### src/rtl/alu_control_seq.sv
// ALU control sequencer: handshake-accepted funct decode, one-hot unit select and multi-cycle MUL/DIV timing.
// Optional macro ALUCTL_DIV_EN builds the DIV_RUN path; without it DIV decodes as illegal.
module alu_control_seq #(
  parameter int FUNCT_W    = 6,
  parameter int MUL_CYCLES = 32,
  parameter int DIV_CYCLES = 32,
  parameter int CNT_W      = 7
) (
  input  logic               clk,
  input  logic               rst,
  input  logic               valid_in,
  input  logic [FUNCT_W-1:0] funct,
  output logic               ready_out,
  output logic [FUNCT_W-1:0] op_out,
  output logic [3:0]         unit_sel,
  output logic               busy,
  output logic               hilo_wen,
  output logic               done,
  output logic               illegal
);

  localparam logic [FUNCT_W-1:0] F_AND   = FUNCT_W'(6'b100100);
  localparam logic [FUNCT_W-1:0] F_OR    = FUNCT_W'(6'b100101);
  localparam logic [FUNCT_W-1:0] F_ADD   = FUNCT_W'(6'b100000);
  localparam logic [FUNCT_W-1:0] F_SUB   = FUNCT_W'(6'b100010);
  localparam logic [FUNCT_W-1:0] F_SLT   = FUNCT_W'(6'b101010);
  localparam logic [FUNCT_W-1:0] F_SLL   = FUNCT_W'(6'b000000);
  localparam logic [FUNCT_W-1:0] F_MUL   = FUNCT_W'(6'b011001);
  localparam logic [FUNCT_W-1:0] F_MFHI  = FUNCT_W'(6'b010000);
  localparam logic [FUNCT_W-1:0] F_MFLO  = FUNCT_W'(6'b010010);
  localparam logic [FUNCT_W-1:0] F_HILO  = {FUNCT_W{1'b1}};
  localparam logic [CNT_W-1:0]   MUL_LAST = CNT_W'(MUL_CYCLES);
`ifdef ALUCTL_DIV_EN
  localparam logic [FUNCT_W-1:0] F_DIV    = FUNCT_W'(6'b011011);
  localparam logic [CNT_W-1:0]   DIV_LAST = CNT_W'(DIV_CYCLES);
`endif

  localparam int MAX_CYC = (MUL_CYCLES > DIV_CYCLES) ? MUL_CYCLES : DIV_CYCLES;

  // The counter must reach the latency value without wrapping.
  if (MUL_CYCLES < 1 || DIV_CYCLES < 1 || (2 ** CNT_W) <= MAX_CYC) begin : g_param_err
    $error("alu_control_seq: illegal latency/counter parameters");
  end

  typedef enum logic [1:0] {S_IDLE, S_MUL_RUN, S_DIV_RUN, S_HILO_WR} state_t;

  state_t             r_state, w_state;
  logic [CNT_W-1:0]   r_cnt, w_cnt;
  logic [FUNCT_W-1:0] r_op, w_op;
  logic [3:0]         r_sel, w_sel;
  logic               r_busy, w_busy;
  logic               r_hilo, w_hilo;
  logic               r_done, w_done;
  logic               r_illegal, w_illegal;
  logic               w_accept;
  logic [3:0]         w_dec;

  // Single-cycle unit decode; zero means not a single-cycle op.
  function automatic logic [3:0] decode_unit(input logic [FUNCT_W-1:0] f);
    logic [3:0] sel;
    sel = 4'b0000;
    case (f)
      F_AND, F_OR, F_ADD, F_SUB, F_SLT: sel = 4'b0001;
      F_SLL:                            sel = 4'b0010;
      F_MFHI, F_MFLO:                   sel = 4'b1000;
      default:                          sel = 4'b0000;
    endcase
    return sel;
  endfunction

  assign w_accept = valid_in && !r_busy;
  assign w_dec    = decode_unit(funct);

  always_comb begin
    w_state   = r_state;
    w_cnt     = r_cnt;
    w_op      = r_op;
    w_sel     = r_sel;
    w_busy    = r_busy;
    w_hilo    = 1'b0;
    w_done    = 1'b0;
    w_illegal = 1'b0;
    case (r_state)
      S_IDLE: begin
        w_op  = '0;
        w_sel = 4'b0000;
        if (w_accept) begin
          if (funct == F_MUL) begin
            w_op    = F_MUL;
            w_sel   = 4'b0100;
            w_cnt   = CNT_W'(1);
            w_busy  = 1'b1;
            w_state = S_MUL_RUN;
          end
`ifdef ALUCTL_DIV_EN
          else if (funct == F_DIV) begin
            w_op    = F_DIV;
            w_sel   = 4'b0100;
            w_cnt   = CNT_W'(1);
            w_busy  = 1'b1;
            w_state = S_DIV_RUN;
          end
`endif
          else if (w_dec != 4'b0000) begin
            w_op   = funct;
            w_sel  = w_dec;
            w_done = 1'b1;
          end else begin
            w_illegal = 1'b1;
          end
        end
      end
      S_MUL_RUN: begin
        if (r_cnt == MUL_LAST) begin
          w_state = S_HILO_WR;
          w_op    = F_HILO;
          w_hilo  = 1'b1;
          w_done  = 1'b1;
          w_cnt   = '0;
        end else begin
          w_cnt = r_cnt + CNT_W'(1);
        end
      end
`ifdef ALUCTL_DIV_EN
      S_DIV_RUN: begin
        if (r_cnt == DIV_LAST) begin
          w_state = S_HILO_WR;
          w_op    = F_HILO;
          w_hilo  = 1'b1;
          w_done  = 1'b1;
          w_cnt   = '0;
        end else begin
          w_cnt = r_cnt + CNT_W'(1);
        end
      end
`endif
      S_HILO_WR: begin
        w_state = S_IDLE;
        w_busy  = 1'b0;
        w_op    = '0;
        w_sel   = 4'b0000;
      end
      default: begin
        w_state = S_IDLE;
        w_busy  = 1'b0;
        w_op    = '0;
        w_sel   = 4'b0000;
        w_cnt   = '0;
      end
    endcase
  end

  always_ff @(posedge clk or posedge rst) begin
    if (rst) begin
      r_state   <= S_IDLE;
      r_cnt     <= '0;
      r_op      <= '0;
      r_sel     <= 4'b0000;
      r_busy    <= 1'b0;
      r_hilo    <= 1'b0;
      r_done    <= 1'b0;
      r_illegal <= 1'b0;
    end else begin
      r_state   <= w_state;
      r_cnt     <= w_cnt;
      r_op      <= w_op;
      r_sel     <= w_sel;
      r_busy    <= w_busy;
      r_hilo    <= w_hilo;
      r_done    <= w_done;
      r_illegal <= w_illegal;
    end
  end

  assign ready_out = ~r_busy;
  assign op_out    = r_op;
  assign unit_sel  = r_sel;
  assign busy      = r_busy;
  assign hilo_wen  = r_hilo;
  assign done      = r_done;
  assign illegal   = r_illegal;

endmodule

### config.mk
export PLATFORM = sky130hd
export DESIGN_NAME = alu_control_seq
export DESIGN_NICKNAME = d
export VERILOG_FILES = /design/src/rtl/alu_control_seq.sv
export SDC_FILE = /design/constraint.sdc
export NUM_CORES = 1
export LEC_CHECK = 0
export ABC_AREA = 0
export CORE_MARGIN = 4
export CORE_UTILIZATION = 55
export CTS_BUF_LIST = sky130_fd_sc_hd__clkbuf_8
export CTS_CLUSTER_SIZE = 30
export DETAILED_ROUTE_END_ITERATION = 10
export DONT_BUFFER_PORTS = 1
export GPL_ROUTABILITY_DRIVEN = 0
export PLACE_DENSITY = 0.75
export SLEW_MARGIN = 20
export SYNTH_ARGS = -nofsm -noshare
export SYNTH_HDL_FRONTEND = slang
export SYNTH_SLANG_ARGS = --single-unit
### constraint.sdc
create_clock -name clk -period 1.75 [get_ports clk]
set_clock_uncertainty 0.15 [all_clocks]
set_input_delay 0.2625 -clock clk [delete_from_list [all_inputs] [get_ports clk]]
set_output_delay 0.2625 -clock clk [all_outputs]
set_load 0.02 [all_outputs]
* Yosys cells after proc, flatten, opt, wreduce, memory -nomap -nowiden
Cells that the tools add are included.
** Storage, ports and cells
- Register bits :: 23
- Word-level logic and storage cells :: 67
** Cells by class
- Add/subtract/negate cells :: 1
- Equal/unequal tests :: 14
- Muxes and demuxes :: 31
- Bitwise gates (word level) :: 3
- Reduce and logical (&&, ||, !) cells :: 10
** Operators with widths (number)
- $eq 6x6->1 const B :: 5
- $mux 6 :: 4
- $mux 7 :: 3
- $pmux 7 s3 :: 1
- $eq 6x5->1 const B :: 3
- $mux 4 :: 3
- $pmux 4 s3 :: 1
- $pmux 6 s2 :: 1
- $mux 1 :: 11
- $reduce_and 3->1 :: 3
- $pmux 4 s2 :: 1
- $add 7x1->7 const B :: 1
- $eq 7x6->1 const B :: 1
- $logic_not 6->1 :: 1
- $mux 2 :: 3
- $ne 2x2->1 const B :: 3
- $reduce_or 5->1 :: 1
- $pmux 1 s2 :: 2
- $pmux 2 s2 :: 1
- $reduce_bool 4->1 :: 1
- $not 1->1 :: 3
- $eq 2x1->1 const B :: 1
- $eq 2x2->1 const B :: 1
- $logic_not 2->1 :: 1
- 3 further kinds :: 3

* Depth between registers and ports, before layout
- Depth in word-level cells :: 8
- Mapped depth :: 7
- Gate-level depth less buffers :: 6

* Least setup slack after synthesis
No wires, ideal clock.
- Kind :: register to register
- Start point :: register r_cnt[0]
- End point :: register r_cnt[4]
- Setup time :: 118 ps
- Data arrival time :: 1464 ps
- Setup slack :: 18 ps
- Cell stages (with the launch flop) :: 8
- Buffers on the path :: 1
- Clock period less this slack :: 1732 ps
- Cell sequence :: dfrtp_1 > inv_1 > ha_1 > nand2b_1 > o41ai_2 > buf_2 > o21ai_1 > a21o_1
** On the way
- Longest elaborated chain between the ends :: 3
- Elaborated cells on any way between the ends :: 4
- Those cells by class :: 1 x add/sub; 1 x eq/ne; 2 x mux
** Ends and longest elaborated chain
- start, declared :: line 48 : logic [CNT_W-1:0] r_cnt, w_cnt;
- start signal, assigned :: line 165 : r_cnt <= w_cnt;
- $add 7x1->7 / $eq 7x6->1 (equally long branches) :: line 121, 114
- $mux 7 (*) :: line 114 : if (r_cnt == MUL_LAST) begin
- $pmux 7 s3 (*) :: line 83 : case (r_state)
Mark *: on every way between the ends. The rest lies on a longest branch, timed or not.
A chain may end at the register's enable or synchronous reset.

* Worst setup path after layout
- Start point :: register r_state[1]
- End point :: register r_cnt[6]
** On the way
- Longest elaborated chain between the ends :: 3
- Elaborated cells on any way between the ends :: 8
- Those cells by class :: 4 x eq/ne; 1 x mux; 1 x bitwise; 2 x reduce/logical
** Ends and longest elaborated chain
- start, declared :: line 47 : state_t r_state, w_state;
- start signal, assigned :: line 164 : r_state <= w_state;
- $logic_not 2->1 / $eq 2x2->1 (equally long branches) :: line 83
- $ne 2x2->1 (no source line) / $not 1->1 (equally long branches)
- $reduce_and 3->1 (no source line)
Parallel ways exist; a longest one is shown, timed or not.

==> out/results.txt <==
Ports: 24
Max Transition Viols Final: 0
pre-CTS WS: 0.0166 ns
Post-Synthesis Cells: 123
Startpoint Class: flop
Crit. End Element: flop
CTS root buf: clkbuf_8
top cells by area, synth: dfrtp_1 (47%), a21o_1 (3.0%), nor3b_1 (3.0%)
Die W: 55.4 microns
Hold/Removal Path Class: primary input to flop
# diodes: 0
Peak VDD IR: 510 uV
largest net degree at the start of global routing: 15
clock latency on the worst-skew pair: 0.26 ns
EDFF count, synth: 0
routing usage on met3: 0.0490
Final setup viols: 0
clk buf depth: 2
DRT antenna net count: 0
maximum fanout along the worst path: 6
initial antenna violation count: 0
Avg Synthesized Cell Area: 10.0 sq um
mapped cell area: 0.00123 sq mm
most numerous cell in the Yosys netlist: dfrtp_1
final wirelength: 2790 microns
Worst EP required: 1.76 ns
Slowest-stage cell, CP: or3b_4
Final Util: 0.720
GRT Max-Usage Layer: met2
area overhead of the layout relative to synthesis: 19.2%
Worst-path clk slew: 0.08 ns
row cnt: 16
Post-synth ARST share: 1.00
maxcap violations: 0
final hold vios: 0
Num CTS Buffers: 3
H-tree lvl count: 1
LEAKAGE: 0.705 nW
Synth cell types: 44
Crit Path Category: flop to flop
Die Span Y: 55.4 microns
final period utilization: 0.990
status: finished clean
# port buffers: 0
pwr dens: 687 mW/mm^2
fin nets: 151
met2 Usage GRT: 0.264
crit path time final: 1.73 ns
clk sinks: 23
first-pass GRT wire length: 4460 microns
yosys warns: 0
fraction of layout cells with a size suffix above 1: 0.230
Post-synth top flop: dfrtp_1
number of global-route vias before repair: 988
crit-path cells: or3b_4 > o31ai_4 > o21ai_1 > a21o_1
FMAX: 577 MHz
1st-iter DRT viols: 17
starting density of the core: 0.604
sequential area share after synthesis: 0.467
Worst Max-Slew Pin Slew: 0.433 ns
routed length per placed instance: 16.8 microns
synthesized flop and latch total: 23
GRT overflow: 0
vias post-DR: 1011
reg2reg path depth: 4
RSZ-0062 raised after global routing: yes
Synth top area share: 0.467
Slew HR: 0.709
Crit path largest cell delay: 0.43 ns
CP arrival: 1.74 ns
Final WS setup: 0.0182 ns
CTS tree: yes
core area: 0.00204 sq mm
DRC violations left: 0
post-synth top area cell: dfrtp_1
met1 Usage GRT: 0.250
total track usage: 0.179
hold path depth: 2
TritonRoute pass-1 iters: 4
die area: 0.00306 sq mm
syn_nets: 134
vias per cell: 6.09
HPWL Detailed: 1970 microns
Post-synth top cells: dfrtp_1 (23), nand2_1 (9), inv_1 (8), nor2_1 (7)
## path summary, 6_finish.rpt
check / slack, ns / from / end
setup / recovery: 0.02 / r_state[1]$_DFFE_PP0P_ / r_cnt[6]$_DFFE_PP0P_
hold / removal: 0.007 / funct[4] / op_out[4]$_DFFE_PP0P_
setup reg to reg: 0.02 / r_state[1]$_DFFE_PP0P_ / r_cnt[6]$_DFFE_PP0P_
hold reg to reg: 0.38 / r_cnt[6]$_DFFE_PP0P_ / r_cnt[6]$_DFFE_PP0P_
max in group asynchronous: 0.64 / rst / op_out[0]$_DFFE_PP0P_
min in group asynchronous: 0.27 / rst / done$_DFF_PP0_
## metal layers
metal,share of wire,wire length (microns)
met1,0.43,1210
met2,0.49,1370
met3,0.066,185
met4,0.0090,25
met5,0,0
## placed cells by master (no fill, tap or decap), drive strengths merged, types with 2 or more instances in the layout
cell type / n
and2: 2
dfrtp: 23
nor4: 2
o21ai: 10
nand4: 2
nor2b: 3
or3b: 2
nand2b: 2
a21o: 5
nand3: 2
clkbuf: 3
inv: 9
nor2: 7
o31ai: 2
nand2: 9
a21oi: 5
dlygate4sd3: 4
nor3b: 6
buf: 13
nor4b: 3
and3: 4
ha: 2
o41ai: 3
## flip-flops by register name (all words and copies together) (netlist names)
register and cells:
busy 1, unit_sel 4, r_cnt 7, r_state 2
hilo_wen 1, illegal 1, done 1, op_out 6
## layout make-up
type | instances | area, sq um
Multi-Input combinational cell | 87 | 647
Sequential cell | 23 | 576
Fill cell | 164 | 572
Timing Repair Buffer | 17 | 139
Clock buffer | 3 | 41.3
Tap cell | 27 | 33.8
Inverter | 8 | 30.0
Clock inverter | 1 | 3.75
## power by group
group / internal, mW / switching, mW
logic: 0.0674 / 0.0657
clock network: 0.157 / 0.166
registers: 0.542 / 0.0124
total: 0.766 / 0.244
## through the flow
step                hold WS, ns  std cells  instance area (sq um)  power [mW]  TNS (ns)
floorplan                 0.114        123                   1230       0.630         0
global placement      -0.000397        152                   1290       0.639         0
detailed placement      0.00769        152                   1290       0.645         0
CTS                     0.00550        161                   1380       0.972         0
global route             0.0125        166                   1470        1.06    -0.264
finish                  0.00710        166                   1470        1.01         0
## logic make-up after synthesis
group	count (synthesis)	share of synthesized area
AO/OA/AOI/OAI	33	0.198
XOR/XNOR	1	0.00710
adder cells (fa/ha/maj)	2	0.0203
buffers and inverters	13	0.0477
flip-flops	23	0.467
multiplexers	2	0.0172
AND/OR/NAND/NOR	49	0.243
## worst max-delay path: cells and delay by family, from the launching register on
kind	cells	cell delay (ns)
DFF	1	0.38
and+or+nand+nor	1	0.43
AOI/OAI and AO/OA	3	0.67
## what timing repair did
| action | 4_1_cts | 5_1_grt |
|---|---|---|
| hold buffers | 4 | 0 |
| gates resized for setup | 0 | 12 |
| hold endpoints to repair | 13 | 0 |
| setup buffers | 1 | 4 |
| setup endpoints to repair | 4 | 12 |
| gates cloned | 0 | 1 |
| pin swaps | 0 | 9 |
Note: power is estimated with default switching activity, not from simulation.
